**src/rtl/fetch_ctrl_if.sv**
```systemverilog
// ---------------------------------------------------------------------------
// fetch_ctrl_if
//   Bundle between the hazard sources / fetch datapath and fetch_ctrl.
//   slave  : the fetch controller (consumes hazard info, drives controls)
//   master : the surrounding pipeline (drives hazard info, consumes controls)
// Signals
//   br_taken_i, br_target_i          EX redirect request and target
//   ld_ex_i, rd_ex_i                 EX load flag and destination register
//   rs1_id_i, rs2_id_i               ID source registers
//   rs1_use_i, rs2_use_i             ID source-use flags
//   imem_valid_i                     instruction memory data valid for current PC
//   pc_sel_o, pc_target_o            PC mux select / redirect target
//   enable_pc_o, enable_ifid_o       PC and IF/ID register enables
//   flush_ifid_o, flush_idex_o       IF/ID clear, ID/EX bubble insert
//   stall_cnt_o, flush_cnt_o         performance counters
// ---------------------------------------------------------------------------
interface fetch_ctrl_if #(
  parameter int XLEN  = 32,
  parameter int CNT_W = 32
);
  logic             br_taken_i;
  logic [XLEN-1:0]  br_target_i;
  logic             ld_ex_i;
  logic [4:0]       rd_ex_i;
  logic [4:0]       rs1_id_i;
  logic [4:0]       rs2_id_i;
  logic             rs1_use_i;
  logic             rs2_use_i;
  logic             imem_valid_i;
  logic             pc_sel_o;
  logic [XLEN-1:0]  pc_target_o;
  logic             enable_pc_o;
  logic             enable_ifid_o;
  logic             flush_ifid_o;
  logic             flush_idex_o;
  logic [CNT_W-1:0] stall_cnt_o;
  logic [CNT_W-1:0] flush_cnt_o;

  modport slave (
    input  br_taken_i, br_target_i, ld_ex_i, rd_ex_i, rs1_id_i, rs2_id_i,
           rs1_use_i, rs2_use_i, imem_valid_i,
    output pc_sel_o, pc_target_o, enable_pc_o, enable_ifid_o, flush_ifid_o,
           flush_idex_o, stall_cnt_o, flush_cnt_o
  );

  modport master (
    output br_taken_i, br_target_i, ld_ex_i, rd_ex_i, rs1_id_i, rs2_id_i,
           rs1_use_i, rs2_use_i, imem_valid_i,
    input  pc_sel_o, pc_target_o, enable_pc_o, enable_ifid_o, flush_ifid_o,
           flush_idex_o, stall_cnt_o, flush_cnt_o
  );
endinterface

```
**src/rtl/fetch_ctrl.sv**
```systemverilog
// ---------------------------------------------------------------------------
// fetch_ctrl
//   Sequencing controller for the fetch stage and the IF/ID, ID/EX pipeline
//   registers. Resolves EX redirects, load-use stalls and a multi-cycle
//   instruction memory. Outputs are Mealy: every decision takes effect at the
//   next clock edge.
// Ports
//   clk_i   clock, rising edge
//   rst_ni  asynchronous reset, active-low; forces all controls to 0
//   bus     fetch_ctrl_if.slave (hazard inputs, fetch/pipeline controls,
//           performance counters)
// Configuration
//   FETCH_CTRL_PERF_EN  build the saturating stall/redirect counters;
//                       when undefined both counter outputs are tied to 0.
// ---------------------------------------------------------------------------
module fetch_ctrl #(
  parameter int XLEN  = 32,
  parameter int CNT_W = 32
) (
  input  logic          clk_i,
  input  logic          rst_ni,
  fetch_ctrl_if.slave   bus
);

  // RUN: fetch delivered each cycle; WAIT: fetch outstanding;
  // DISCARD: redirect queued behind a fetch that cannot be cancelled.
  typedef enum logic [1:0] {
    RUN     = 2'd0,
    WAIT    = 2'd1,
    DISCARD = 2'd2
  } state_e;

  state_e          state_d, state_q;
  logic [XLEN-1:0] pend_tgt_d, pend_tgt_q;

  logic            pc_sel, enable_pc, enable_ifid, flush_ifid, flush_idex;
  logic [XLEN-1:0] pc_target;
  logic            lu;

  // Load-use hazard: ID reads the register a load in EX is about to write.
  assign lu = bus.ld_ex_i && (bus.rd_ex_i != 5'd0) &&
              ((bus.rs1_use_i && (bus.rd_ex_i == bus.rs1_id_i)) ||
               (bus.rs2_use_i && (bus.rd_ex_i == bus.rs2_id_i)));

  always_comb begin
    // NOTE: every signal gets a default before the case so no path leaves it
    // unassigned; otherwise synthesis would infer a latch.
    state_d     = state_q;
    pend_tgt_d  = pend_tgt_q;
    pc_sel      = 1'b0;
    enable_pc   = 1'b1;
    enable_ifid = 1'b1;
    flush_ifid  = 1'b0;
    flush_idex  = 1'b0;
    pc_target   = bus.br_target_i;

    unique case (state_q)
      RUN, WAIT: begin
        if (bus.br_taken_i) begin
          pc_sel     = 1'b1;
          flush_ifid = 1'b1;
          flush_idex = 1'b1;
          // A fetch still in flight cannot be cancelled: park the target
          // until memory answers, then drop the stale word.
          if (state_q == WAIT && !bus.imem_valid_i) begin
            state_d    = DISCARD;
            pend_tgt_d = bus.br_target_i;
          end else begin
            state_d = RUN;
          end
        end else if (lu) begin
          // Hold PC and IF/ID, bubble into EX; next cycle EX holds the
          // bubble so the hazard clears after exactly one cycle.
          enable_pc   = 1'b0;
          enable_ifid = 1'b0;
          flush_idex  = 1'b1;
        end else if (!bus.imem_valid_i) begin
          enable_pc  = 1'b0;
          flush_ifid = 1'b1;
          state_d    = WAIT;
        end else begin
          state_d = RUN;
        end
      end

      DISCARD: begin
        // EX only holds bubbles here, so br_taken_i and lu cannot occur.
        flush_ifid = 1'b1;
        if (bus.imem_valid_i) begin
          pc_sel    = 1'b1;
          pc_target = pend_tgt_q;
          state_d   = RUN;
        end else begin
          enable_pc = 1'b0;
        end
      end

      default: state_d = RUN;
    endcase
  end

  // Controls are forced low while reset is asserted, independent of state.
  assign bus.pc_sel_o      = rst_ni & pc_sel;
  assign bus.enable_pc_o   = rst_ni & enable_pc;
  assign bus.enable_ifid_o = rst_ni & enable_ifid;
  assign bus.flush_ifid_o  = rst_ni & flush_ifid;
  assign bus.flush_idex_o  = rst_ni & flush_idex;
  assign bus.pc_target_o   = rst_ni ? pc_target : '0;

  // NOTE: state registers use non-blocking assignments so all flops sample
  // their inputs at the same edge regardless of statement order.
  always_ff @(posedge clk_i or negedge rst_ni) begin
    if (!rst_ni) begin
      state_q    <= RUN;
      pend_tgt_q <= '0;
    end else begin
      state_q    <= state_d;
      pend_tgt_q <= pend_tgt_d;
    end
  end

`ifdef FETCH_CTRL_PERF_EN
  logic [CNT_W-1:0] stall_cnt_d, stall_cnt_q;
  logic [CNT_W-1:0] flush_cnt_d, flush_cnt_q;

  // Saturating counters: stall = PC held without a redirect, flush = redirect applied.
  always_comb begin
    stall_cnt_d = stall_cnt_q;
    flush_cnt_d = flush_cnt_q;
    if (!enable_pc && !pc_sel && (stall_cnt_q != '1)) stall_cnt_d = stall_cnt_q + 1'b1;
    if (pc_sel && (flush_cnt_q != '1))                flush_cnt_d = flush_cnt_q + 1'b1;
  end

  always_ff @(posedge clk_i or negedge rst_ni) begin
    if (!rst_ni) begin
      stall_cnt_q <= '0;
      flush_cnt_q <= '0;
    end else begin
      stall_cnt_q <= stall_cnt_d;
      flush_cnt_q <= flush_cnt_d;
    end
  end

  assign bus.stall_cnt_o = stall_cnt_q;
  assign bus.flush_cnt_o = flush_cnt_q;
`else
  localparam logic [CNT_W-1:0] CntZero = '0;
  assign bus.stall_cnt_o = CntZero;
  assign bus.flush_cnt_o = CntZero;
`endif

endmodule
```
**src/flat_wrapper.sv**
```systemverilog
// flat-port wrapper written by rule: the top's interface ports become plain ports
module fetch_ctrl_flat 
#(
  parameter int XLEN  = 32,
  parameter int CNT_W = 32
)
  (clk_i, rst_ni, bus_br_taken_i, bus_br_target_i, bus_ld_ex_i, bus_rd_ex_i, bus_rs1_id_i, bus_rs2_id_i, bus_rs1_use_i, bus_rs2_use_i, bus_imem_valid_i, bus_pc_sel_o, bus_pc_target_o, bus_enable_pc_o, bus_enable_ifid_o, bus_flush_ifid_o, bus_flush_idex_o, bus_stall_cnt_o, bus_flush_cnt_o);
  fetch_ctrl_if #(.XLEN(XLEN), .CNT_W(CNT_W)) bus_i ();
  input  logic clk_i;
  input  logic rst_ni;
  input wire logic [$bits(bus_i.br_taken_i)-1:0] bus_br_taken_i;
  input wire logic [$bits(bus_i.br_target_i)-1:0] bus_br_target_i;
  input wire logic [$bits(bus_i.ld_ex_i)-1:0] bus_ld_ex_i;
  input wire logic [$bits(bus_i.rd_ex_i)-1:0] bus_rd_ex_i;
  input wire logic [$bits(bus_i.rs1_id_i)-1:0] bus_rs1_id_i;
  input wire logic [$bits(bus_i.rs2_id_i)-1:0] bus_rs2_id_i;
  input wire logic [$bits(bus_i.rs1_use_i)-1:0] bus_rs1_use_i;
  input wire logic [$bits(bus_i.rs2_use_i)-1:0] bus_rs2_use_i;
  input wire logic [$bits(bus_i.imem_valid_i)-1:0] bus_imem_valid_i;
  output wire logic [$bits(bus_i.pc_sel_o)-1:0] bus_pc_sel_o;
  output wire logic [$bits(bus_i.pc_target_o)-1:0] bus_pc_target_o;
  output wire logic [$bits(bus_i.enable_pc_o)-1:0] bus_enable_pc_o;
  output wire logic [$bits(bus_i.enable_ifid_o)-1:0] bus_enable_ifid_o;
  output wire logic [$bits(bus_i.flush_ifid_o)-1:0] bus_flush_ifid_o;
  output wire logic [$bits(bus_i.flush_idex_o)-1:0] bus_flush_idex_o;
  output wire logic [$bits(bus_i.stall_cnt_o)-1:0] bus_stall_cnt_o;
  output wire logic [$bits(bus_i.flush_cnt_o)-1:0] bus_flush_cnt_o;
  assign bus_i.br_taken_i = bus_br_taken_i;
  assign bus_i.br_target_i = bus_br_target_i;
  assign bus_i.ld_ex_i = bus_ld_ex_i;
  assign bus_i.rd_ex_i = bus_rd_ex_i;
  assign bus_i.rs1_id_i = bus_rs1_id_i;
  assign bus_i.rs2_id_i = bus_rs2_id_i;
  assign bus_i.rs1_use_i = bus_rs1_use_i;
  assign bus_i.rs2_use_i = bus_rs2_use_i;
  assign bus_i.imem_valid_i = bus_imem_valid_i;
  assign bus_pc_sel_o = bus_i.pc_sel_o;
  assign bus_pc_target_o = bus_i.pc_target_o;
  assign bus_enable_pc_o = bus_i.enable_pc_o;
  assign bus_enable_ifid_o = bus_i.enable_ifid_o;
  assign bus_flush_ifid_o = bus_i.flush_ifid_o;
  assign bus_flush_idex_o = bus_i.flush_idex_o;
  assign bus_stall_cnt_o = bus_i.stall_cnt_o;
  assign bus_flush_cnt_o = bus_i.flush_cnt_o;
  fetch_ctrl #(.XLEN(XLEN), .CNT_W(CNT_W)) u_core (.clk_i(clk_i), .rst_ni(rst_ni), .bus(bus_i));
endmodule
```
**config.mk**
```make
export PLATFORM = sky130hd
export DESIGN_NAME = fetch_ctrl_flat
export DESIGN_NICKNAME = d
export VERILOG_FILES = /design/src/rtl/fetch_ctrl_if.sv /design/src/rtl/fetch_ctrl.sv /design/src/flat_wrapper.sv
export SDC_FILE = /design/constraint.sdc
export NUM_CORES = 1
export LEC_CHECK = 0
export ABC_CLOCK_PERIOD_IN_PS = 3000
export BUFFER_PORTS_ARGS = -buffer_cell sky130_fd_sc_hd__clkbuf_2
export CAP_MARGIN = 0
export CORE_MARGIN = 5
export CORE_UTILIZATION = 30
export CTS_CLUSTER_SIZE = 30
export DETAILED_ROUTE_END_ITERATION = 10
export SLEW_MARGIN = 10
export SYNTH_ARGS = -nofsm -noshare
export SYNTH_HDL_FRONTEND = slang
export SYNTH_SLANG_ARGS = --single-unit
```
**constraint.sdc**
```tcl
create_clock -name clk_i -period 3 [get_ports clk_i]
set_input_delay 0.45 -clock clk_i [delete_from_list [all_inputs] [get_ports clk_i]]
set_output_delay 0.45 -clock clk_i [all_outputs]
set_load 0.01 [all_outputs]
```
==> out/results.txt <==
Core ar.: 0.00822 sq mm
Total chip power: 1310 uW
Most used DFF post-synth: dfrtp_1
Crit-path max FO: 21
Clk_skew: 0.00551 ns
Synthesized area per cell: 8.93 sq um
Vias in the first global route: 1925
Ys async rst share: 1.00
Die width: 102 microns
Critical path arrival: 1.77 ns
Cell with the most instances after synthesis: nand2_1
Nets: 426
Cell taking the most area after synthesis: dfrtp_1
CP Capture Type: primary output
I/O pins: 155
CTS tree: built
Area grow syn2layout: 17.1%
WP data required: 2.55 ns
Clock latency on the worst-skew pair: 0.28 ns
H-tree depth reported by CTS: 2
Global-route wire length before repair: 8720 microns
Seq/Total Area, Yosys: 0.338
Number of remaining DRC errors: 0
Root buffer cell: clkbuf_8
Post-CTS Setup Inserts: 0
Layout cell share with drive strength beyond 1: 0.386
Starting Density: 0.307
Overflow after GRT: 0
Initial antenna violation count: 0
EDFF count, synth: 0
Mapped Cells: 282
Clk buf depth: 2
PwrDens: 444 mW/mm^2
Largest net degree at the start of global routing: 32
GRT Overall Usage: 0.103
Hold WS: 0.0449 ns
Die area: 0.0103 sq mm
Worst-path clk slew: 0.07 ns
Ys Warns: 0
Library cells used by synthesis: 30
CTS Buf Count: 5
Period utilisation layout: 0.739
Status: finished, final reports clean
Hold Buf Count CTS: 0
Via/cell ratio: 4.12
Crit-path cells: nand2b_1 > or2_1 > buf_4 > nand2_1 > a21boi_0 > clkbuf_2
RSZ-0062 raised after global routing: no
Top delay family on crit path: buffers and inverters
Final HPWL DP: 4370 microns
Setup TNS: 0 ns
Largest cells by area after synthesis: dfrtp_1 (34%), buf_4 (19%), mux2_2 (14%)
Type of origin of the critical path: flop
CP max-delay cell: dfrtp_1
Peak VDD IR: 230 uV
Post_cts resized: 0
Setup violations, final: 0
Routed len/inst: 11.3 microns
Via count: 1971
Final Core Density: 0.359
Synth top cells by count: nand2_1 (70), buf_4 (64), dfrtp_1 (34), mux2_2 (31), a21boi_0 (21)
DR iter-0 viols: 37
RePlAce Congestion: 0.800
Ant. Diodes: 0
#FFs+latches synth: 34
Top cell type's share of synthesized area: 0.338
Critical path class: reg -> out
Clk sinks: 34
Cell Area, Synth: 0.00252 sq mm
Fin. Hold Viols: 0
Hold Crit Class: in -> async
Clock period minus final worst setup slack: 2.22 ns
Number of port buffers: 90
Max incr delay on CP: 0.43 ns
Max cap viols: 0
Number of routed nets with antenna violations: 0
WL final: 5400 microns
Cell Rows: 33
Achievable clock frequency: 0.451 GHz
Leakage Power: 0.00154 uW
WP buf/inv: 2
Router iterations before antenna repair: 4
Slew Limit Fails: 0
DIE HEIGHT: 102 microns
-- sequential cells by signal, summed over array words and instances (netlist names) --
signal and flops:
u_core.pend_tgt_q 32, u_core.state_q 2
-- path summary, 6_finish.rpt --
path / slack [ns] / cells past startpoint / endpoint / from
setup / recovery: 0.78 / 6 / bus_pc_target_o[11] / u_core.state_q[1]$_DFFE_PN0P_
hold / removal: 0.04 / 1 / u_core.pend_tgt_q[29]$_DFFE_PN0P_ / rst_ni
setup reg to reg: 1.14 / 5 / u_core.pend_tgt_q[10]$_DFFE_PN0P_ / u_core.state_q[1]$_DFFE_PN0P_
hold reg to reg: 0.50 / 1 / u_core.pend_tgt_q[17]$_DFFE_PN0P_ / u_core.pend_tgt_q[17]$_DFFE_PN0P_
max in group asynchronous: 2.14 / 3 / u_core.pend_tgt_q[7]$_DFFE_PN0P_ / rst_ni
min in group clk_i: 0.41 / 2 / u_core.pend_tgt_q[17]$_DFFE_PN0P_ / bus_br_target_i[17]
-- power breakdown --
| group | internal, uW | leakage (uW) | switching, uW |
|---|---|---|---|
| clock | 185 | 0.0000482 | 162 |
| sequential | 576 | 0.000412 | 56.1 |
| combinational | 168 | 0.00108 | 164 |
-- kinds of logic (layout without fill, tap and decap cells) --
logic type | Yosys count | in the layout | share of synthesized area
compound gates | 41 | 41 | 0.124
simple gates | 83 | 83 | 0.136
flops | 34 | 34 | 0.338
other cells | 1 | 64 | 0.00149
xor+xnor | 10 | 10 | 0.0348
buf+inv | 80 | 108 | 0.220
mux | 33 | 33 | 0.147
-- placed cells by master, fill, tap and decap left out, types with 2 or more instances in the layout --
| master | synthesis | final |
|---|---|---|
| xor2_1 | 8 | 8 |
| a21boi_0 | 21 | 21 |
| conb_1 | 1 | 64 |
| mux2_2 | 31 | 31 |
| a21boi_1 | 13 | 13 |
| buf_4 | 64 | 8 |
| nand2_1 | 70 | 70 |
| xnor2_1 | 2 | 2 |
| clkbuf_2 | 0 | 90 |
| clkbuf_8 | 0 | 6 |
| dfrtp_1 | 34 | 34 |
| nand3_1 | 4 | 4 |
| a21oi_1 | 2 | 2 |
-- worst reg2reg max path: stages, from the launching register on --
cell and delay (ns):
dfrtp_1 0.43, inv_2 0.09, nand3_1 0.13, nor2_4 0.35, buf_4 0.35, mux2_2 0.39
-- stage by stage --
step	instances	setup WS, ns	cell area [sq um]
floorplan	345	1.06	2760
global placement	470	0.861	2860
detailed placement	470	0.818	2860
CTS	478	0.737	2950
global route	478	0.622	2950
finish	478	0.784	2950
-- per-layer routing --
metal / wire [microns] / share of wire / up-vias / global-route usage
met1: 2180 / 0.40 / 892 / 0.132
li1: - / - / 974 / -
met2: 2570 / 0.48 / 103 / 0.171
met5: 0 / 0 / - / 0
met3: 631 / 0.12 / 2 / 0.0317
met4: 14 / 0.0026 / 0 / 0.0276
-- layout make-up --
| class | instances | area (sq um) |
|---|---|---|
| multi-input combinational | 231 | 1360 |
| tap | 105 | 131 |
| clock buffer | 7 | 86.3 |
| sequential | 34 | 851 |
| inverter | 2 | 7.51 |
| fill | 867 | 5270 |
| timing repair buffer | 98 | 510 |
| clock inverter | 1 | 5.00 |
No activity file was read; power rests on OpenSTA's default activity.
